File: config.mk
export PLATFORM = sky130hd
export DESIGN_NAME = lfsr_decrypter_flat
export DESIGN_NICKNAME = d
export VERILOG_FILES = /design/src/rtl/lfsr_pkg.sv /design/src/rtl/lfsr_decrypter_if.sv /design/src/rtl/lfsr_step.sv /design/src/rtl/lfsr_decrypter.sv /design/src/flat_wrapper.sv
export SDC_FILE = /design/constraint.sdc
export NUM_CORES = 1
export LEC_CHECK = 0
export CORE_MARGIN = 2
export CORE_UTILIZATION = 59
export DETAILED_ROUTE_END_ITERATION = 7
export PLACE_DENSITY_LB_ADDON = 0.12
export SYNTH_ARGS = -nofsm -noshare
export SYNTH_HDL_FRONTEND = slang
export SYNTH_SLANG_ARGS = --single-unit
File: constraint.sdc
create_clock -name clk -period 4 [get_ports clk]
set_input_delay 0.6 -clock clk [delete_from_list [all_inputs] [get_ports clk]]
set_output_delay 0.6 -clock clk [all_outputs]
set_load 0.01 [all_outputs]
File: src/rtl/lfsr_pkg.sv
// Shared types, constants and the LFSR step function for the stream-cipher decryptor.
// The same lfsr_next() is used by the CPU reference model, so keep it bit-exact.
package lfsr_pkg;

   typedef logic [7:0] byte_t;

   typedef enum logic [2:0] {
      IDLE,
      S_TAP,
      S_RD,
      S_WR,
      S_PAD,
      S_DONE
   } dec_state_t;

   localparam byte_t SPACE_CHAR = 8'h20;

   // XNOR feedback: the software encoder's parity accumulator starts at 1.
   function automatic byte_t lfsr_next(byte_t s, byte_t tap);
      return {s[6:0], ~^(s & tap)};
   endfunction

endpackage

File: src/rtl/lfsr_decrypter_if.sv
// Control handshake and 8-bit data-memory port of the LFSR decryptor.
// master = decryptor side, slave = CPU/memory side.
interface lfsr_decrypter_if;
   import lfsr_pkg::*;

   logic       start;
   logic       busy;
   logic       done;
   byte_t      mem_addr;
   logic       mem_wen;
   byte_t      mem_wdata;
   byte_t      mem_rdata;
   logic [6:0] lead_cnt;
   logic       err;

   modport master (
      input  start, mem_rdata,
      output busy, done, mem_addr, mem_wen, mem_wdata, lead_cnt, err
   );

   modport slave (
      output start, mem_rdata,
      input  busy, done, mem_addr, mem_wen, mem_wdata, lead_cnt, err
   );

endinterface

File: src/rtl/lfsr_step.sv
// One keystream step: picks the key (seed recovery on byte 0), decrypts the byte
// and computes the next LFSR state.
module lfsr_step
   import lfsr_pkg::*;
#(
   parameter byte_t SPACE = SPACE_CHAR
) (
   input  logic  first,
   input  byte_t rdata,
   input  byte_t state,
   input  byte_t tap,
   output byte_t key,
   output byte_t plain,
   output byte_t state_next
);

   // Byte 0 always encrypts a space, so the seed falls out of the ciphertext.
   assign key        = first ? (rdata ^ SPACE) : state;
   assign plain      = rdata ^ key;
   assign state_next = lfsr_next(key, tap);

endmodule

File: src/rtl/lfsr_decrypter.sv
// LFSR stream-cipher decryptor: reads the encrypted block, strips leading spaces,
// writes plaintext tail-padded with spaces. Optional macro: LFSR_DEC_ASCII_CHECK_EN.
module lfsr_decrypter
   import lfsr_pkg::*;
#(
   parameter byte_t ENC_BASE = 8'd64,
   parameter byte_t DEC_BASE = 8'd128,
   parameter byte_t TAP_ADDR = 8'd62,
   parameter int    MSG_LEN  = 64,
   parameter byte_t SPACE    = SPACE_CHAR
) (
   input  logic                clk,
   input  logic                reset,
   lfsr_decrypter_if.master    bus
);

   localparam byte_t LEN_B  = byte_t'(MSG_LEN);
   localparam byte_t LAST_B = byte_t'(MSG_LEN - 1);

   dec_state_t fsm_reg, fsm_next;
   byte_t      lfsr_reg;
   byte_t      tap_reg;
   byte_t      i_reg;
   byte_t      wptr_reg;
   logic       leading_reg;
   logic [6:0] lead_cnt_reg;

   byte_t key, plain, state_next;
   logic  wr_byte;
   byte_t wptr_inc;

   byte_t addr_c, wdata_c;
   logic  wen_c;

   lfsr_step #(.SPACE(SPACE)) u_step (
      .first      (i_reg == 8'd0),
      .rdata      (bus.mem_rdata),
      .state      (lfsr_reg),
      .tap        (tap_reg),
      .key        (key),
      .plain      (plain),
      .state_next (state_next)
   );

   assign wr_byte  = (fsm_reg == S_WR) && !(leading_reg && plain == SPACE);
   assign wptr_inc = wptr_reg + (wr_byte ? 8'd1 : 8'd0);

   always_ff @(posedge clk or posedge reset) begin
      if (reset) fsm_reg <= IDLE;
      else       fsm_reg <= fsm_next;
   end

   always_comb begin
      fsm_next = fsm_reg;
      case (fsm_reg)
         IDLE:   if (bus.start) fsm_next = S_TAP;
         S_TAP:  fsm_next = S_RD;
         S_RD:   fsm_next = S_WR;
         S_WR: begin
            if (i_reg == LAST_B) fsm_next = (wptr_inc < LEN_B) ? S_PAD : S_DONE;
            else                 fsm_next = S_RD;
         end
         S_PAD:  if (wptr_reg == LAST_B) fsm_next = S_DONE;
         S_DONE: fsm_next = IDLE;
         default: fsm_next = IDLE;
      endcase
   end

   always_comb begin
      addr_c  = 8'd0;
      wdata_c = 8'd0;
      wen_c   = 1'b0;
      case (fsm_reg)
         S_TAP: addr_c = TAP_ADDR;
         S_RD:  addr_c = ENC_BASE + i_reg;
         S_WR: begin
            addr_c  = DEC_BASE + wptr_reg;
            wdata_c = plain;
            wen_c   = wr_byte;
         end
         S_PAD: begin
            addr_c  = DEC_BASE + wptr_reg;
            wdata_c = SPACE;
            wen_c   = 1'b1;
         end
         default: ;
      endcase
   end

   assign bus.busy      = (fsm_reg != IDLE);
   assign bus.done      = (fsm_reg == S_DONE);
   assign bus.mem_addr  = addr_c;
   assign bus.mem_wdata = wdata_c;
   assign bus.mem_wen   = wen_c;
   assign bus.lead_cnt  = lead_cnt_reg;

   always_ff @(posedge clk or posedge reset) begin
      if (reset) begin
         lfsr_reg     <= 8'd0;
         tap_reg      <= 8'd0;
         i_reg        <= 8'd0;
         wptr_reg     <= 8'd0;
         leading_reg  <= 1'b1;
         lead_cnt_reg <= 7'd0;
      end else begin
         case (fsm_reg)
            IDLE: if (bus.start) begin
               i_reg        <= 8'd0;
               wptr_reg     <= 8'd0;
               leading_reg  <= 1'b1;
               lead_cnt_reg <= 7'd0;
            end
            // Read data here is the tap byte addressed in S_TAP.
            S_RD: if (i_reg == 8'd0) tap_reg <= bus.mem_rdata;
            S_WR: begin
               lfsr_reg <= state_next;
               i_reg    <= i_reg + 8'd1;
               wptr_reg <= wptr_inc;
               if (wr_byte) leading_reg  <= 1'b0;
               else         lead_cnt_reg <= lead_cnt_reg + 7'd1;
            end
            S_PAD: wptr_reg <= wptr_reg + 8'd1;
            default: ;
         endcase
      end
   end

`ifdef LFSR_DEC_ASCII_CHECK_EN
   logic err_reg;

   always_ff @(posedge clk or posedge reset) begin
      if (reset)                             err_reg <= 1'b0;
      else if (fsm_reg == IDLE && bus.start) err_reg <= 1'b0;
      else if (wr_byte && (plain[7] || plain < SPACE_CHAR)) err_reg <= 1'b1;
   end

   assign bus.err = err_reg;
`else
   assign bus.err = 1'b0;
`endif

endmodule
File: src/flat_wrapper.sv
// flat-port wrapper written by rule: the top's interface ports become plain ports
module lfsr_decrypter_flat import lfsr_pkg::*;
#(
   parameter byte_t ENC_BASE = 8'd64,
   parameter byte_t DEC_BASE = 8'd128,
   parameter byte_t TAP_ADDR = 8'd62,
   parameter int    MSG_LEN  = 64,
   parameter byte_t SPACE    = SPACE_CHAR
)
  (clk, reset, bus_start, bus_mem_rdata, bus_busy, bus_done, bus_mem_addr, bus_mem_wen, bus_mem_wdata, bus_lead_cnt, bus_err);
  lfsr_decrypter_if bus_i ();
  input  logic clk;
  input  logic reset;
  input wire logic [$bits(bus_i.start)-1:0] bus_start;
  input wire logic [$bits(bus_i.mem_rdata)-1:0] bus_mem_rdata;
  output wire logic [$bits(bus_i.busy)-1:0] bus_busy;
  output wire logic [$bits(bus_i.done)-1:0] bus_done;
  output wire logic [$bits(bus_i.mem_addr)-1:0] bus_mem_addr;
  output wire logic [$bits(bus_i.mem_wen)-1:0] bus_mem_wen;
  output wire logic [$bits(bus_i.mem_wdata)-1:0] bus_mem_wdata;
  output wire logic [$bits(bus_i.lead_cnt)-1:0] bus_lead_cnt;
  output wire logic [$bits(bus_i.err)-1:0] bus_err;
  assign bus_i.start = bus_start;
  assign bus_i.mem_rdata = bus_mem_rdata;
  assign bus_busy = bus_i.busy;
  assign bus_done = bus_i.done;
  assign bus_mem_addr = bus_i.mem_addr;
  assign bus_mem_wen = bus_i.mem_wen;
  assign bus_mem_wdata = bus_i.mem_wdata;
  assign bus_lead_cnt = bus_i.lead_cnt;
  assign bus_err = bus_i.err;
  lfsr_decrypter #(.ENC_BASE(ENC_BASE), .DEC_BASE(DEC_BASE), .TAP_ADDR(TAP_ADDR), .MSG_LEN(MSG_LEN), .SPACE(SPACE)) u_core (.clk(clk), .reset(reset), .bus(bus_i));
endmodule
## After elaboration in Yosys (flattened, before gate mapping)

Cells that the tools add are included.

| word-level totals | value |
|---|---|
| logic and storage cells | 64 |
| bits of input ports | 11 |
| flip-flop bits (word level) | 43 |

| cells by class | value |
|---|---|
| reduce and logical (&&, ||, !) cells | 16 |
| order comparisons | 1 |
| eq/ne operators | 12 |
| bitwise operators | 3 |
| $add $sub $neg | 6 |
| mux-type cells | 19 |

Operators by type and width:

| cell | number |
|---|---|
| 8-bit case mux with 3 select lines | 2 |
| 8-bit case mux with 2 select lines | 2 |
| 8-bit by 6-bit == test with 1-bit output, second input constant | 3 |
| 8-bit by 1-bit adder with 8-bit output, second input constant | 2 |
| 8-bit 2-to-1 mux | 2 |
| 3-bit case mux with 5 select lines | 1 |
| 7-bit 2-to-1 mux | 2 |
| 7-bit case mux with 2 select lines | 1 |
| 3-bit 2-to-1 mux | 3 |
| 7-bit by 8-bit adder with 8-bit output, first input constant | 1 |
| 8-bit adder | 1 |
| 8-bit adder, first input constant | 1 |
| 8-bit AND | 1 |
| 8-bit logical NOT | 1 |
| 8-bit by 7-bit < comparator with 1-bit output, second input constant | 1 |
| 2-bit AND reduction | 4 |
| 8-bit XNOR reduction | 1 |
| 8-bit bitwise XOR | 1 |
| 7-bit by 1-bit adder with 7-bit output, second input constant | 1 |
| 3-bit by 2-bit == test with 1-bit output, second input constant | 2 |
| 3-bit == test, second input constant | 2 |
| 3-bit AND reduction | 2 |
| 3-bit nonzero test | 2 |
| 1-bit 2-to-1 mux | 4 |
| 10 further kinds | 14 |

## Depth between registers and ports, before layout

Gate-level depths: netlist of run 1.

| depth | value |
|---|---|
| depth after elaboration | 13 |
| depth in mapped cells | 16 |
| gate-level depth less buffers | 15 |

## Modules after synthesis

Synthesis of run 1 repeated with hierarchy kept, for this count alone.

| second synthesis, totals | value |
|---|---|
| cells, all modules | 330 |
| area total of the unflattened synthesis | 2840.2 um2 |

By module, submodules not included:

| module | cells each | times used | area each (um2) | seq. area each (um2) |
|---|---|---|---|---|
| lfsr_decrypter | 280 | 1 | 2462.4 | 1077.3 |
| lfsr_step | 50 | 1 | 377.9 | 0.0 |

## Least setup slack after synthesis of run 1

Ideal clock, no wire load.

| path | value |
|---|---|
| path type | reg-to-reg |
| from | reg u_core.i_reg[0] |
| to | reg u_core.fsm_reg[0] |
| path buffers | 1 |
| data arrival time | 2670 ps |
| data required time | 3935 ps |
| cell stages (with the launch flop) | 16 |
| path slack | 1265 ps |
| clock period less this slack | 2735 ps |
| path through | dfrtp_1 inv_1 ha_1 nand4bb_4 nor3_4 buf_4 o21bai_1 and2_1 nor2_1 ha_1 ha_1 nand4_1 xnor2_1 nand2_1 a21oi_1 o21a_1 |

| on the way | value |
|---|---|
| cells in the longest elaborated chain, start to end | 13 |
| elaborated cells between the ends (all ways) | 14 |
| classes of those cells | add/sub (1); order compare (1); eq/ne (2); mux (5); bitwise (1); reduce/logical (4) |

RTL lines:

| item | line | source |
|---|---|---|
| start, declared | lfsr_decrypter.sv:23 | `byte_t i_reg;` |
| start signal, assigned | lfsr_decrypter.sv:117 | `i_reg <= i_reg + 8'd1;` |
| 8-bit logical NOT | lfsr_decrypter.sv:36 | `.first (i_reg == 8'd0),` |
| 8-bit 2-to-1 mux | lfsr_step.sv:18 | `assign key = first ? (rdata ^ SPACE) : state;` |
| 8-bit bitwise XOR | lfsr_step.sv:19 | `assign plain = rdata ^ key;` |
| 8-bit by 6-bit == test with 1-bit output | lfsr_decrypter.sv:45 | `assign wr_byte = (fsm_reg == S_WR) && !(leading_reg && plain == SPACE);` |
| 1-bit logical AND | lfsr_decrypter.sv:45 |  |
| 1-bit logical NOT | lfsr_decrypter.sv:45 |  |
| 1-bit logical AND | lfsr_decrypter.sv:45 |  |
| 1-bit 2-to-1 mux | lfsr_decrypter.sv:46 | `assign wptr_inc = wptr_reg + (wr_byte ? 8'd1 : 8'd0);` |
| 8-bit adder | lfsr_decrypter.sv:46 |  |
| 8-bit by 7-bit < comparator with 1-bit output | lfsr_decrypter.sv:60 | `if (i_reg == LAST_B) fsm_next = (wptr_inc < LEN_B) ? S_PAD : S_DONE;` |
| 1-bit 2-to-1 mux | lfsr_decrypter.sv:60 |  |
| 3-bit 2-to-1 mux (*) | lfsr_decrypter.sv:60 |  |
| 3-bit case mux with 5 select lines (*) | lfsr_decrypter.sv:55 | `case (fsm_reg)` |
| end signal, assigned | lfsr_decrypter.sv:50 | `else fsm_reg <= fsm_next;` |
| end, declared | lfsr_decrypter.sv:20 | `dec_state_t fsm_reg, fsm_next;` |

Mark *: on every way between the ends. The rest lies on a longest branch, timed or not.
A chain may end at the register's enable or synchronous reset.

## Final worst setup path of run 1

| path | value |
|---|---|
| from | reg u_core.fsm_reg[0] |
| to | out bus_mem_addr[0] |

| on the way | value |
|---|---|
| cells in the longest elaborated chain, start to end | 3 |
| elaborated cells between the ends (all ways) | 6 |
| classes of those cells | eq/ne (4); mux (1); reduce/logical (1) |

RTL lines:

| item | line | source |
|---|---|---|
| 3-bit == test / 3-bit by 2-bit == test with 1-bit output (equally long branches) | lfsr_decrypter.sv:73 | `case (fsm_reg)` |
| 2-bit OR reduction (no line) | n/a |  |
| 8-bit case mux with 3 select lines (*) | lfsr_decrypter.sv:73 |  |
| end, declared | flat_wrapper.sv:18 | `output wire logic [$bits(bus_i.mem_addr)-1:0] bus_mem_addr;` |

Marked as above.

==> report_table.html, run 1 <==
<table>
<tr><th>Metric</th><th>Value</th></tr>
<tr><th colspan="2">Logic synthesis</th></tr>
<tr><td>Library cells used by synthesis</td><td>48</td></tr>
<tr><td>Leading post-synthesis cells by cell area</td><td>sky130_fd_sc_hd__dfrtp_1 (37%), sky130_fd_sc_hd__nand2_1 (7.7%), sky130_fd_sc_hd__o21ai_0 (5.5%)</td></tr>
<tr><td>Synthesis warning total</td><td>0</td></tr>
<tr><td>Share of async-settable or async-resettable flops after synthesis</td><td>100%</td></tr>
<tr><td>Number of enable flip-flop cells after synthesis</td><td>0</td></tr>
<tr><td>Cell accounting for the most synthesized area</td><td>sky130_fd_sc_hd__dfrtp_1</td></tr>
<tr><td>Synth Register Bits</td><td>43</td></tr>
<tr><td>Mean cell area of the mapped netlist</td><td>around 8.4 sq um</td></tr>
<tr><td>Synth Net Count</td><td>354</td></tr>
<tr><td>Post-synth top area share</td><td>between 30% and 40%</td></tr>
<tr><td>Portion of the post-synthesis area used by sequential elements</td><td>38.0%</td></tr>
<tr><td>Total standard cell area after synthesis</td><td>2840 sq um</td></tr>
<tr><td>Number of instances in the synthesized netlist</td><td>336</td></tr>
<tr><td>Predominant post-synthesis flop cell</td><td>sky130_fd_sc_hd__dfrtp_1</td></tr>
<tr><th colspan="2">Worst setup path</th></tr>
<tr><td>Most common cell type on the critical path</td><td>sky130_fd_sc_hd__nand2_1</td></tr>
<tr><td>Length in cells of the worst reg-to-reg path</td><td>16</td></tr>
<tr><td>Critical path peak fanout</td><td>24</td></tr>
<tr><td>Critical Path Source Type</td><td>flip-flop</td></tr>
<tr><td>Capturing point of the worst reg2reg path</td><td>u_core.fsm_reg[0]</td></tr>
<tr><td>Cell type of the slowest stage on the worst timing path</td><td>sky130_fd_sc_hd__dfrtp_1</td></tr>
<tr><td>CP Cell Sequence</td><td>nand2_1 &gt; nor2_1 &gt; buf_4 &gt; nand2_1 &gt; o21ai_0 &gt; clkdlybuf4s50_1</td></tr>
<tr><td>Destination of the critical timing path</td><td>bus_mem_addr[0]</td></tr>
<tr><td>Minimum setup slack among reg-to-reg paths</td><td>roughly 1.1 ns</td></tr>
<tr><td>Kind of end point of the critical path</td><td>primary output</td></tr>
<tr><td>Crit path arrival time</td><td>2.74 ns</td></tr>
<tr><td>WS Path Type</td><td>reg2out</td></tr>
<tr><td>CP peak stage delay</td><td>about 0.65 ns</td></tr>
<tr><td>Setup crit start</td><td>u_core.fsm_reg[0]</td></tr>
<tr><td>RR Startpoint</td><td>u_core.i_reg[0]</td></tr>
<tr><td>Critical Path RT</td><td>~3.4 ns</td></tr>
<tr><th colspan="2">Timing</th></tr>
<tr><td>Min Tclk post-route</td><td>between 3 and 4 ns</td></tr>
<tr><td>Final Hold Slack</td><td>0.469 ns</td></tr>
<tr><td>Worst-Margin Slew</td><td>about 0.75 ns</td></tr>
<tr><td>Number of slew-limit violations in the final report</td><td>0</td></tr>
<tr><td>Period utilization</td><td>a little over four fifths</td></tr>
<tr><td>Setup repair after global routing missed its margin</td><td>no</td></tr>
<tr><td>Normalized max-slew margin</td><td>49.9%</td></tr>
<tr><td>Final setup fails</td><td>0</td></tr>
<tr><td>Max Clk Rate</td><td>0.300 GHz</td></tr>
<tr><td>Setup TNS</td><td>0 ns</td></tr>
<tr><td>Clock skew</td><td>0.00561 ns</td></tr>
<tr><td>Hold Fails Final Rpt</td><td>0</td></tr>
<tr><th colspan="2">Run status</th></tr>
<tr><td>Status</td><td>finished, final reports clean</td></tr>
<tr><th colspan="2">Routing</th></tr>
<tr><td>TritonRoute pass-1 iters</td><td>4</td></tr>
<tr><td>DR iter-0 viols</td><td>132</td></tr>
<tr><td>Wirelength, routed</td><td>6340 um</td></tr>
<tr><td>Final ANT Viol Nets</td><td>0</td></tr>
<tr><td>Average vias per placed instance</td><td>6.07</td></tr>
<tr><td>Routed wirelength normalized by instance count</td><td>approximately 15 um</td></tr>
<tr><td>Count of unresolved DRC violations after routing</td><td>0</td></tr>
<tr><td>DR vias</td><td>2542</td></tr>
<tr><th colspan="2">Pwr</th></tr>
<tr><td>Pwr per Cell Area</td><td>593 nW/um^2</td></tr>
<tr><td>Clock network fraction of total power</td><td>17.5%</td></tr>
<tr><td>Combinational share of power</td><td>43.9%</td></tr>
<tr><td>Internal power consumption</td><td>about 1.2 mW</td></tr>
<tr><td>Seq pwr share</td><td>38.6%</td></tr>
<tr><td>Static Leak</td><td>1.38 nW</td></tr>
<tr><td>Switching power share of the total</td><td>37.8%</td></tr>
<tr><td>Worst vdd ir</td><td>0.000278 V</td></tr>
<tr><td>Switching power of the nets</td><td>0.744 mW</td></tr>
<tr><td>Post-layout power</td><td>1.97 mW</td></tr>
<tr><th colspan="2">Clock tree</th></tr>
<tr><td>CTS tree</td><td>done</td></tr>
<tr><td>Inserted Clock Buffers</td><td>5</td></tr>
<tr><td>Hold buffers post-CTS</td><td>0</td></tr>
<tr><td>Post-cts resize count</td><td>0</td></tr>
<tr><td>Cell chosen for the clock root</td><td>sky130_fd_sc_hd__clkbuf_8</td></tr>
<tr><td>Max Buffers Root-to-Sink</td><td>2</td></tr>
<tr><td>H-tree levels</td><td>2</td></tr>
<tr><td>Clock latency of the later-clocked register in the worst-skew pair</td><td>0.30 ns</td></tr>
<tr><td>Count of clock tree sinks</td><td>between 40 and 50</td></tr>
<tr><td>Post-CTS setup buffer count</td><td>0</td></tr>
<tr><td>Clock input transition at the sequential cells of the worst setup and hold paths</td><td>0.09 ns</td></tr>
<tr><th colspan="2">Cells and area</th></tr>
<tr><td>Final instance count without filler cells</td><td>419</td></tr>
<tr><td>Commonest cells after routing, fill and taps aside</td><td>sky130_fd_sc_hd__nand2_1 (58), sky130_fd_sc_hd__dfrtp_1 (42), sky130_fd_sc_hd__clkdlybuf4s50_1 (36), sky130_fd_sc_hd__nor2_1 (34), sky130_fd_sc_hd__o21ai_0 (31)</td></tr>
<tr><td>Share of the core filled with cells</td><td>between 70% and 80%</td></tr>
<tr><td>Fraction of final layout cells with drive strength greater than 1</td><td>10.1%</td></tr>
<tr><td>Most common library cell in the layout ignoring fill and taps</td><td>sky130_fd_sc_hd__nand2_1</td></tr>
<tr><td>Synthesis-to-finish area growth</td><td>17.1%</td></tr>
<tr><td>Fill cell count</td><td>386</td></tr>
<tr><td>Nets</td><td>382</td></tr>
<tr><td>Antenna diode instance count</td><td>0</td></tr>
<tr><th colspan="2">Floorplan</th></tr>
<tr><td>Die outline area</td><td>5380 sq um</td></tr>
<tr><td>Core Box Area</td><td>4690 sq um</td></tr>
<tr><td>Number of placement rows</td><td>25</td></tr>
<tr><td>Die boundary width</td><td>approximately 73 um</td></tr>
<tr><td>Die boundary height</td><td>approximately 73 um</td></tr>
<tr><td>Effective utilization at floorplan</td><td>60.5%</td></tr>
<tr><td>Top Ports</td><td>38</td></tr>
<tr><th colspan="2">Place</th></tr>
<tr><td>Count of placed standard cells including taps</td><td>around 410</td></tr>
<tr><td>Placer's final routability congestion estimate</td><td>around 0.84</td></tr>
<tr><td>Detailed placer's ending HPWL</td><td>4600 um</td></tr>
<tr><td>PortBufs</td><td>36</td></tr>
<tr><th colspan="2">Flow run</th></tr>
<tr><td>Max-capacitance violation count</td><td>0</td></tr>
<tr><th colspan="2">Global routing</th></tr>
<tr><td>Number of global-route vias before repair</td><td>2344</td></tr>
<tr><td>Overall track demand over capacity in global routing</td><td>25.4%</td></tr>
<tr><td>Remaining global-route overflow</td><td>0</td></tr>
<tr><td>Number of antenna violations at the first check in global routing</td><td>0</td></tr>
<tr><td>Wire length of the first global-routing pass</td><td>10700 um</td></tr>
<tr><td>Pin count of the biggest net entering global routing</td><td>26</td></tr>
<tr><th colspan="2">Hold path</th></tr>
<tr><td>Hold Path Class</td><td>reg2reg</td></tr>
</table>
-- how the worst min path moves through the flow --
stage,from,end,slack [ns],cells past startpoint
2_1_floorplan,u_core.i_reg[7],u_core.i_reg[7],0.44,1
3_3_place_gp,u_core.i_reg[7],u_core.i_reg[7],0.47,1
3_5_place_dp,u_core.i_reg[7],u_core.i_reg[7],0.46,1
4_1_cts,u_core.i_reg[7],u_core.i_reg[7],0.47,1
5_1_grt,u_core.i_reg[7],u_core.i_reg[7],0.49,1
6_report,u_core.i_reg[7],u_core.i_reg[7],0.47,1
-- kinds of logic (layout without fill, tap and decap cells) --
family	Yosys count	after routing	share of synthesized area, %
AO/OA/AOI/OAI	84	84	18.8
flip-flops	43	43	38.0
XOR/XNOR	13	13	4.50
buffers and inverters	26	55	3.97
adder cells (fa/ha/maj)	7	7	3.09
other	1	1	0.132
AND/OR/NAND/NOR	143	143	24.0
multiplexers	19	19	7.50
-- synth_stat cells, types with 2 or more instances --
library cell and number:
sky130_fd_sc_hd__nand2_1 58, sky130_fd_sc_hd__dfrtp_1 42, sky130_fd_sc_hd__nor2_1 34, sky130_fd_sc_hd__o21ai_0 31, sky130_fd_sc_hd__a21oi_1 21, sky130_fd_sc_hd__clkbuf_1 16
sky130_fd_sc_hd__mux2_2 10, sky130_fd_sc_hd__xnor2_1 10, sky130_fd_sc_hd__nand3_1 9, sky130_fd_sc_hd__nand4_1 8, sky130_fd_sc_hd__nor3_1 8, sky130_fd_sc_hd__o31ai_1 8
sky130_fd_sc_hd__ha_1 7, sky130_fd_sc_hd__inv_1 7, sky130_fd_sc_hd__mux2i_1 7, sky130_fd_sc_hd__and2_1 5, sky130_fd_sc_hd__nand2b_1 4, sky130_fd_sc_hd__a22oi_1 3
sky130_fd_sc_hd__a31oi_1 3, sky130_fd_sc_hd__and3_1 3, sky130_fd_sc_hd__and3_2 3, sky130_fd_sc_hd__or2_2 3, sky130_fd_sc_hd__a22o_1 2, sky130_fd_sc_hd__buf_4 2
sky130_fd_sc_hd__mux2_4 2, sky130_fd_sc_hd__nand3b_1 2, sky130_fd_sc_hd__nor2b_1 2, sky130_fd_sc_hd__o22ai_1 2, sky130_fd_sc_hd__o311ai_0 2, sky130_fd_sc_hd__o32ai_2 2
sky130_fd_sc_hd__or3_1 2, sky130_fd_sc_hd__xor2_1 2
-- power groups by stage --
stage | clock network, mW | logic (mW) | registers, mW
after floorplan | 0 | 0.651 | 0.696
after global placement | 0 | 0.836 | 0.758
after detailed placement | 0 | 0.860 | 0.764
after CTS | 0.348 | 0.868 | 0.755
after global routing | 0.365 | 0.948 | 0.784
final | 0.345 | 0.863 | 0.760
-- final cells by class --
cell class                 instances  area [sq um]  area share [%]
sequential                        43          1080            32.4
multi-input combinational        267          1650            49.6
clock inverter                     3          43.8            1.32
timing repair buffer              40           390            11.8
inverter                           7          26.3           0.791
clock buffer                       5          68.8            2.07
tap                               54          67.6            2.03
-- metrics by stage --
| stage | instance area (sq um) | setup WS, ns |
|---|---|---|
| after CTS | 3320 | 0.672 |
| after global routing | 3320 | 0.498 |
| final | 3320 | 0.661 |
| after detailed placement | 3210 | 0.876 |
| after floorplan | 2840 | 1.27 |
| after global placement | 3210 | 0.902 |
-- layer usage --
metal	up-vias	GRT usage, %	wire, um
met5	-	0	0
met4	0	7.68	120
met3	16	4.25	301
met2	71	42.1	3020
met1	1214	34.3	2900
li1	1241	-	-
-- worst max-delay path: cells and delay by family, from the launching register on --
kind | cells | cell delay [ns]
AO/OA/AOI/OAI | 1 | 0.11
buffers and inverters | 2 | 0.93
flip-flops | 1 | 0.65
AND/OR/NAND/NOR | 3 | 0.75
Power figures use the tool's default switching activity.
==> run 2, diff against run 1 <==
--- a/config.mk
+++ b/config.mk
@@ -6,7 +6,7 @@
 export NUM_CORES = 1
 export LEC_CHECK = 0
 export CORE_MARGIN = 2
-export CORE_UTILIZATION = 59
+export CORE_UTILIZATION = 55
 export DETAILED_ROUTE_END_ITERATION = 7
 export PLACE_DENSITY_LB_ADDON = 0.12
 export SYNTH_ARGS = -nofsm -noshare
==> constraint.sdc (replaced) <==
create_clock -name clk -period 3.35 [get_ports clk]
set_input_delay 0.5025 -clock clk [delete_from_list [all_inputs] [get_ports clk]]
set_output_delay 0.5025 -clock clk [all_outputs]
set_load 0.01 [all_outputs]
==> run 2 against run 1 <==
  * Critical path type unchanged
  * Setup slack got worse by 0.40 ns
  * Register-to-register slack got worse by 0.55 ns
  * Worst hold slack improved by 0.012 ns
  * Largest power group unchanged
  * First-iteration DRC count is the same
  * Clock-buffer cell count is 1 higher
  * Sequential power increased by 20%
==> report_table.html, run 2 (synthesis gave the netlist of run 1 again) <==
<table>
<tr><th>Metric</th><th>Value</th></tr>
<tr><th colspan="2">Cells and area</th></tr>
<tr><td>Fraction of final layout cells with drive strength greater than 1</td><td>10.1%</td></tr>
<tr><td>Nets</td><td>383</td></tr>
<tr><td>Fill cell count</td><td>approximately 450</td></tr>
<tr><td>Area occupied by multi-input gates</td><td>1650 sq um</td></tr>
<tr><td>Antenna diode instance count</td><td>0</td></tr>
<tr><td>Most common library cell in the layout ignoring fill and taps</td><td>sky130_fd_sc_hd__nand2_1</td></tr>
<tr><td>Synthesis-to-finish area growth</td><td>17.2%</td></tr>
<tr><td>Share of the core filled with cells</td><td>65.9%</td></tr>
<tr><td>Register area</td><td>1080 sq um</td></tr>
<tr><td>Commonest cells after routing, fill and taps aside</td><td>sky130_fd_sc_hd__nand2_1 (58), sky130_fd_sc_hd__dfrtp_1 (42), sky130_fd_sc_hd__clkdlybuf4s50_1 (36), sky130_fd_sc_hd__nor2_1 (34), sky130_fd_sc_hd__o21ai_0 (31)</td></tr>
<tr><th colspan="2">Timing</th></tr>
<tr><td>Worst-Margin Slew</td><td>0.569 ns</td></tr>
<tr><td>Final setup fails</td><td>0</td></tr>
<tr><td>Min Tclk post-route</td><td>3.09 ns</td></tr>
<tr><td>Normalized max-slew margin</td><td>61.7%</td></tr>
<tr><td>Max Clk Rate</td><td>0.324 GHz</td></tr>
<tr><td>Hold Fails Final Rpt</td><td>0</td></tr>
<tr><td>Setup repair after global routing missed its margin</td><td>no</td></tr>
<tr><td>Setup TNS</td><td>0 ns</td></tr>
<tr><td>Clock skew</td><td>0.00784 ns</td></tr>
<tr><td>Number of slew-limit violations in the final report</td><td>0</td></tr>
<tr><td>Period utilization</td><td>92.2%</td></tr>
<tr><th colspan="2">Place</th></tr>
<tr><td>Detailed placer's ending HPWL</td><td>between 4000 and 5000 um</td></tr>
<tr><td>PortBufs</td><td>36</td></tr>
<tr><td>Placer's final routability congestion estimate</td><td>0.875</td></tr>
<tr><th colspan="2">Worst setup path</th></tr>
<tr><td>Length in cells of the worst reg-to-reg path</td><td>11</td></tr>
<tr><td>Critical path peak fanout</td><td>15</td></tr>
<tr><td>Crit path arrival time</td><td>2.59 ns</td></tr>
<tr><td>Number of buffers and inverters on the critical path</td><td>1</td></tr>
<tr><td>Cell family contributing the most delay on the critical path</td><td>simple AND/OR/NAND/NOR gates</td></tr>
<tr><td>Kind of end point of the critical path</td><td>primary output</td></tr>
<tr><td>CP Cell Sequence</td><td>nand2_1 &gt; nor2_1 &gt; nand2b_1 &gt; nor2_1 &gt; clkdlybuf4s50_1</td></tr>
<tr><td>Most common cell type on the critical path</td><td>sky130_fd_sc_hd__nor2_1</td></tr>
<tr><td>WS Path Type</td><td>reg2out</td></tr>
<tr><td>RR Startpoint</td><td>u_core.fsm_reg[1]</td></tr>
<tr><td>Minimum setup slack among reg-to-reg paths</td><td>0.50 ns</td></tr>
<tr><td>Capturing point of the worst reg2reg path</td><td>u_core.fsm_reg[0]</td></tr>
<tr><td>CP peak stage delay</td><td>approximately 0.62 ns</td></tr>
<tr><td>Cell type of the slowest stage on the worst timing path</td><td>sky130_fd_sc_hd__dfrtp_1</td></tr>
<tr><td>Critical Path RT</td><td>~2.9 ns</td></tr>
<tr><td>Critical Path Source Type</td><td>flip-flop</td></tr>
<tr><th colspan="2">Floorplan</th></tr>
<tr><td>Die boundary height</td><td>75.8 um</td></tr>
<tr><td>Effective utilization at floorplan</td><td>56.3%</td></tr>
<tr><td>Core Box Area</td><td>5040 sq um</td></tr>
<tr><td>Die outline area</td><td>5750 sq um</td></tr>
<tr><td>Die boundary width</td><td>around 76 um</td></tr>
<tr><td>Number of placement rows</td><td>26</td></tr>
<tr><td>Top Ports</td><td>38</td></tr>
<tr><th colspan="2">Clock tree</th></tr>
<tr><td>Clock latency of the later-clocked register in the worst-skew pair</td><td>0.30 ns</td></tr>
<tr><td>Inserted Clock Buffers</td><td>5</td></tr>
<tr><td>Post-CTS setup buffer count</td><td>0</td></tr>
<tr><td>Cell chosen for the clock root</td><td>sky130_fd_sc_hd__clkbuf_8</td></tr>
<tr><td>Hold buffers post-CTS</td><td>0</td></tr>
<tr><td>CTS tree</td><td>done</td></tr>
<tr><td>Post-cts resize count</td><td>0</td></tr>
<tr><td>Count of clock tree sinks</td><td>43</td></tr>
<tr><td>H-tree levels</td><td>2</td></tr>
<tr><td>Max Buffers Root-to-Sink</td><td>2</td></tr>
<tr><td>Clock input transition at the sequential cells of the worst setup and hold paths</td><td>0.08 ns</td></tr>
<tr><th colspan="2">Pwr</th></tr>
<tr><td>Pwr per Cell Area</td><td>about 700 nW/um^2</td></tr>
<tr><td>Seq pwr share</td><td>40.0%</td></tr>
<tr><td>Post-layout power</td><td>2.28 mW</td></tr>
<tr><td>Internal power consumption</td><td>1.40 mW</td></tr>
<tr><td>Switching power of the nets</td><td>0.873 mW</td></tr>
<tr><td>Switching power share of the total</td><td>38.4%</td></tr>
<tr><td>Clock network fraction of total power</td><td>14.8%</td></tr>
<tr><td>Static Leak</td><td>1.37 nW</td></tr>
<tr><td>Combinational share of power</td><td>45.2%</td></tr>
<tr><td>Worst vdd ir</td><td>0.000312 V</td></tr>
<tr><th colspan="2">Global routing</th></tr>
<tr><td>Wire length of the first global-routing pass</td><td>11000 um</td></tr>
<tr><td>Number of antenna violations at the first check in global routing</td><td>0</td></tr>
<tr><td>Number of global-route vias before repair</td><td>between 2000 and 2500</td></tr>
<tr><td>Overall track demand over capacity in global routing</td><td>25.4%</td></tr>
<tr><td>Remaining global-route overflow</td><td>0</td></tr>
<tr><td>Pin count of the biggest net entering global routing</td><td>44</td></tr>
<tr><th colspan="2">Routing</th></tr>
<tr><td>TritonRoute pass-1 iters</td><td>4</td></tr>
<tr><td>DR iter-0 viols</td><td>132</td></tr>
<tr><td>Average vias per placed instance</td><td>5.74</td></tr>
<tr><td>Routed wirelength normalized by instance count</td><td>15.2 um</td></tr>
<tr><td>Wirelength, routed</td><td>~6600 um</td></tr>
<tr><td>DR vias</td><td>2495</td></tr>
<tr><td>Final ANT Viol Nets</td><td>0</td></tr>
<tr><td>Count of unresolved DRC violations after routing</td><td>0</td></tr>
<tr><th colspan="2">Hold path</th></tr>
<tr><td>Min-delay src</td><td>u_core.i_reg[7]</td></tr>
<tr><td>Min-Delay Path Depth</td><td>1</td></tr>
<tr><td>Terminating pin of the worst hold path</td><td>u_core.i_reg[7]</td></tr>
<tr><td>Hold Path Class</td><td>reg2reg</td></tr>
<tr><th colspan="2">Run status</th></tr>
<tr><td>Status</td><td>finished, final reports clean</td></tr>
<tr><th colspan="2">Flow run</th></tr>
<tr><td>Max-capacitance violation count</td><td>0</td></tr>
</table>
[run 2: per-layer routing]
layer	global-route usage (%)	vias up	part of all wire (%)
li1	-	1240	-
met1	33.8	1174	46
met2	41.2	70	48
met3	4.89	11	4.5
met4	9.36	0	1.9
met5	0	-	0
[run 2: worst max-delay path by stage]
stage                                  from                end  slack (ns)  cells after the start
after floorplan             u_core.i_reg[0]  u_core.fsm_reg[0]        0.62                     15
after global placement     bus_mem_rdata[5]  u_core.fsm_reg[0]        0.36                     13
after detailed placement   bus_mem_rdata[5]  u_core.fsm_reg[0]        0.30                     13
after CTS                 u_core.fsm_reg[1]   bus_mem_wdata[6]        0.28                      5
after global routing      u_core.fsm_reg[1]   bus_mem_wdata[7]        0.14                      5
final                     u_core.fsm_reg[1]   bus_mem_wdata[6]        0.26                      5
[run 2: final cells by class]
type | instances | share of cell area [%]
multi-input combinational | 267 | 49.5
clock inverter | 1 | 0.151
sequential | 43 | 32.4
tap | 70 | 2.64
timing repair buffer | 41 | 12.0
clock buffer | 6 | 2.48
inverter | 7 | 0.791
[run 2: power by group through the flow]
stage	Sequential, mW	Combinational, mW	Clock (mW)
2_1_floorplan	0.832	0.777	0
3_3_place_gp	0.907	1.01	0
3_5_place_dp	0.912	1.04	0
4_1_cts	0.903	1.04	0.350
5_1_grt	0.937	1.15	0.371
6_report	0.910	1.03	0.337
[run 2: metrics by stage]
step	hold slack (ns)	std cells	area (sq um)	setup WS, ns
2_1_floorplan	0.445	336	2840	0.615
3_3_place_gp	0.463	428	3240	0.361
3_5_place_dp	0.476	428	3240	0.303
4_1_cts	0.488	435	3320	0.284
5_1_grt	0.530	435	3320	0.140
6_report	0.481	435	3320	0.260
==> run 3, diff against run 2 <==
--- a/config.mk
+++ b/config.mk
@@ -6,8 +6,9 @@
 export NUM_CORES = 1
 export LEC_CHECK = 0
 export CORE_MARGIN = 2
-export CORE_UTILIZATION = 55
+export CORE_UTILIZATION = 59
 export DETAILED_ROUTE_END_ITERATION = 7
+export DONT_BUFFER_PORTS = 1
 export PLACE_DENSITY_LB_ADDON = 0.12
 export SYNTH_ARGS = -nofsm -noshare
 export SYNTH_HDL_FRONTEND = slang
==> run 3 against run 2 <==
  * Register-to-register slack better by 0.21 ns
  * Clock-buffer cell count unchanged
  * Power decreased by 7.2%
  * Combinational power is 16% lower
  * Setup slack gained 0.45 ns
  * Utilization down 3.2 points
  * Critical endpoint is now u_core.fsm_reg[0]
  * Cell count down 12%
  * Clock skew up 0.0027 ns
==> report_table.html, run 3 (synthesis gave the netlist of run 1 again) <==
<table>
<tr><th>Metric</th><th>Value</th></tr>
<tr><th colspan="2">Worst setup path</th></tr>
<tr><td>Critical Path Source Type</td><td>flip-flop</td></tr>
<tr><td>WS Path Type</td><td>reg2reg</td></tr>
<tr><td>Critical path peak fanout</td><td>6</td></tr>
<tr><td>CP peak stage delay</td><td>between 0.4 and 0.5 ns</td></tr>
<tr><td>Crit path arrival time</td><td>between 2 and 3 ns</td></tr>
<tr><td>Kind of end point of the critical path</td><td>flip-flop</td></tr>
<tr><td>Cell type of the slowest stage on the worst timing path</td><td>sky130_fd_sc_hd__dfrtp_1</td></tr>
<tr><td>CP Cell Sequence</td><td>inv_1 &gt; ha_1 &gt; nand4bb_4 &gt; nor3_4 &gt; o21bai_1 &gt; and2_1 &gt; nor2_1 &gt; ha_1 &gt; nand3_1 &gt; nor2_1 &gt; nand3_1 &gt; xnor2_1 &gt; nand2_1 &gt; a21oi_1 &gt; o21a_1</td></tr>
<tr><td>Critical Path RT</td><td>3.54 ns</td></tr>
<tr><th colspan="2">Hold path</th></tr>
<tr><td>Hold Path Class</td><td>in2reg</td></tr>
<tr><th colspan="2">Pwr</th></tr>
<tr><td>Worst vdd ir</td><td>0.000314 V</td></tr>
<tr><td>Static Leak</td><td>1.23 nW</td></tr>
<tr><td>Pwr per Cell Area</td><td>717 nW/um^2</td></tr>
<tr><th colspan="2">Clock tree</th></tr>
<tr><td>Count of clock tree sinks</td><td>43</td></tr>
<tr><td>CTS tree</td><td>done</td></tr>
<tr><td>Max Buffers Root-to-Sink</td><td>2</td></tr>
<tr><td>Post-CTS setup buffer count</td><td>0</td></tr>
<tr><td>Clock latency of the later-clocked register in the worst-skew pair</td><td>0.30 ns</td></tr>
<tr><td>H-tree levels</td><td>2</td></tr>
<tr><td>Hold buffers post-CTS</td><td>0</td></tr>
<tr><td>Cell chosen for the clock root</td><td>sky130_fd_sc_hd__clkbuf_8</td></tr>
<tr><td>Post-cts resize count</td><td>0</td></tr>
<tr><td>Clock input transition at the sequential cells of the worst setup and hold paths</td><td>0.09 ns</td></tr>
<tr><td>Inserted Clock Buffers</td><td>5</td></tr>
<tr><th colspan="2">Timing</th></tr>
<tr><td>Clock skew</td><td>0.0105 ns</td></tr>
<tr><td>Hold Fails Final Rpt</td><td>0</td></tr>
<tr><td>Final Hold Slack</td><td>0.346 ns</td></tr>
<tr><td>Max Clk Rate</td><td>about 0.38 GHz</td></tr>
<tr><td>Min Tclk post-route</td><td>approximately 2.6 ns</td></tr>
<tr><td>Normalized max-slew margin</td><td>a little over a quarter</td></tr>
<tr><td>Setup TNS</td><td>0 ns</td></tr>
<tr><td>Period utilization</td><td>78.8%</td></tr>
<tr><td>Setup repair after global routing missed its margin</td><td>no</td></tr>
<tr><td>Worst-Margin Slew</td><td>1.11 ns</td></tr>
<tr><td>Number of slew-limit violations in the final report</td><td>0</td></tr>
<tr><td>Final setup fails</td><td>0</td></tr>
<tr><th colspan="2">Routing</th></tr>
<tr><td>Routed wirelength normalized by instance count</td><td>~16 um</td></tr>
<tr><td>Final ANT Viol Nets</td><td>0</td></tr>
<tr><td>Count of unresolved DRC violations after routing</td><td>0</td></tr>
<tr><td>TritonRoute pass-1 iters</td><td>6</td></tr>
<tr><td>Average vias per placed instance</td><td>roughly 6.2</td></tr>
<tr><td>DR vias</td><td>approximately 2400</td></tr>
<tr><td>DR iter-0 viols</td><td>approximately 150</td></tr>
<tr><td>Wirelength, routed</td><td>6160 um</td></tr>
<tr><th colspan="2">Floorplan</th></tr>
<tr><td>Die boundary height</td><td>73.3 um</td></tr>
<tr><td>Die outline area</td><td>~5400 sq um</td></tr>
<tr><td>Effective utilization at floorplan</td><td>about three fifths</td></tr>
<tr><td>Core Box Area</td><td>about 4700 sq um</td></tr>
<tr><td>Die boundary width</td><td>between 70 and 80 um</td></tr>
<tr><td>Number of placement rows</td><td>25</td></tr>
<tr><td>Top Ports</td><td>38</td></tr>
<tr><th colspan="2">Cells and area</th></tr>
<tr><td>Fraction of final layout cells with drive strength greater than 1</td><td>11.2%</td></tr>
<tr><td>Nets</td><td>347</td></tr>
<tr><td>Antenna diode instance count</td><td>0</td></tr>
<tr><td>Share of the core filled with cells</td><td>62.7%</td></tr>
<tr><td>Most common library cell in the layout ignoring fill and taps</td><td>sky130_fd_sc_hd__nand2_1</td></tr>
<tr><td>Synthesis-to-finish area growth</td><td>3.75%</td></tr>
<tr><td>Commonest cells after routing, fill and taps aside</td><td>sky130_fd_sc_hd__nand2_1 (58), sky130_fd_sc_hd__dfrtp_1 (42), sky130_fd_sc_hd__nor2_1 (34), sky130_fd_sc_hd__o21ai_0 (31), sky130_fd_sc_hd__a21oi_1 (21)</td></tr>
<tr><th colspan="2">Global routing</th></tr>
<tr><td>Pin count of the biggest net entering global routing</td><td>31</td></tr>
<tr><td>Wire length of the first global-routing pass</td><td>a little over 10000 um</td></tr>
<tr><td>Number of global-route vias before repair</td><td>2162</td></tr>
<tr><td>Remaining global-route overflow</td><td>0</td></tr>
<tr><td>Number of antenna violations at the first check in global routing</td><td>0</td></tr>
<tr><td>Overall track demand over capacity in global routing</td><td>between 20% and 30%</td></tr>
<tr><th colspan="2">Place</th></tr>
<tr><td>PortBufs</td><td>0</td></tr>
<tr><td>Detailed placer's ending HPWL</td><td>~4500 um</td></tr>
<tr><td>Placer's final routability congestion estimate</td><td>0.933</td></tr>
<tr><th colspan="2">Run status</th></tr>
<tr><td>Status</td><td>finished, final reports clean</td></tr>
<tr><th colspan="2">Flow run</th></tr>
<tr><td>Max-capacitance violation count</td><td>0</td></tr>
</table>
## run 3: cell types whose count changed in the layout (fill, tap and decap cells not counted)
| cell | delta |
|---|---|
| sky130_fd_sc_hd__clkdlybuf4s50_1 | -36 |
## run 3: metal layers
| metal | GRT usage (%) | up-vias | share of wire (%) |
|---|---|---|---|
| li1 | - | 1175 | - |
| met1 | 34.4 | 1123 | 45 |
| met2 | 37.6 | 86 | 47 |
| met4 | 8.08 | 0 | 1.3 |
| met5 | 0 | - | 0 |
| met3 | 4.80 | 8 | 6.4 |
## run 3: area by class of cell
type,instances,area (sq um)
clock buffer,6,82.6
sequential,43,1080
inverter,7,26.3
timing repair buffer,5,37.5
fill,400,1750
tap,54,67.6
clock inverter,1,5.00
multi-input combinational,267,1650
## run 3: path summary, 6_finish.rpt
check	from	slack, ns	to	depth (start not counted)
max in group asynchronous	reset	2.15	u_core.i_reg[4]	2
max	u_core.i_reg[0]	0.71	u_core.fsm_reg[0]	15
min	bus_mem_rdata[1]	0.35	u_core.tap_reg[1]	1
max reg2reg	u_core.i_reg[0]	0.71	u_core.fsm_reg[0]	15
min in group asynchronous	reset	0.37	u_core.lfsr_reg[1]	1
min reg2reg	u_core.i_reg[7]	0.49	u_core.i_reg[7]	1
## run 3: critical path: cells and delay by family, from the launching register on
kind                       cells  cell delay, ns
AOI/OAI and AO/OA              3            0.43
buffers and inverters          1            0.06
DFF                            1            0.42
xor gates and xnor gates       1            0.14
adders and majority gates      2            0.48
and+or+nand+nor                8            0.99
## run 3: report_power, final
group	leakage (nW)	internal [mW]	total, mW	switching, mW
clock	0.0470	0.162	0.335	0.173
combinational	0.667	0.435	0.870	0.435
sequential	0.518	0.679	0.906	0.228
## run 3: per-stage QoR
stage	std cells	total power, mW	setup WS (ns)	cell area [sq um]
floorplan	336	1.61	0.615	2840
global placement	376	1.77	0.835	2860
detailed placement	376	1.78	0.718	2860
CTS	383	2.12	0.699	2940
global route	383	2.28	0.432	2940
finish	383	2.11	0.711	2940
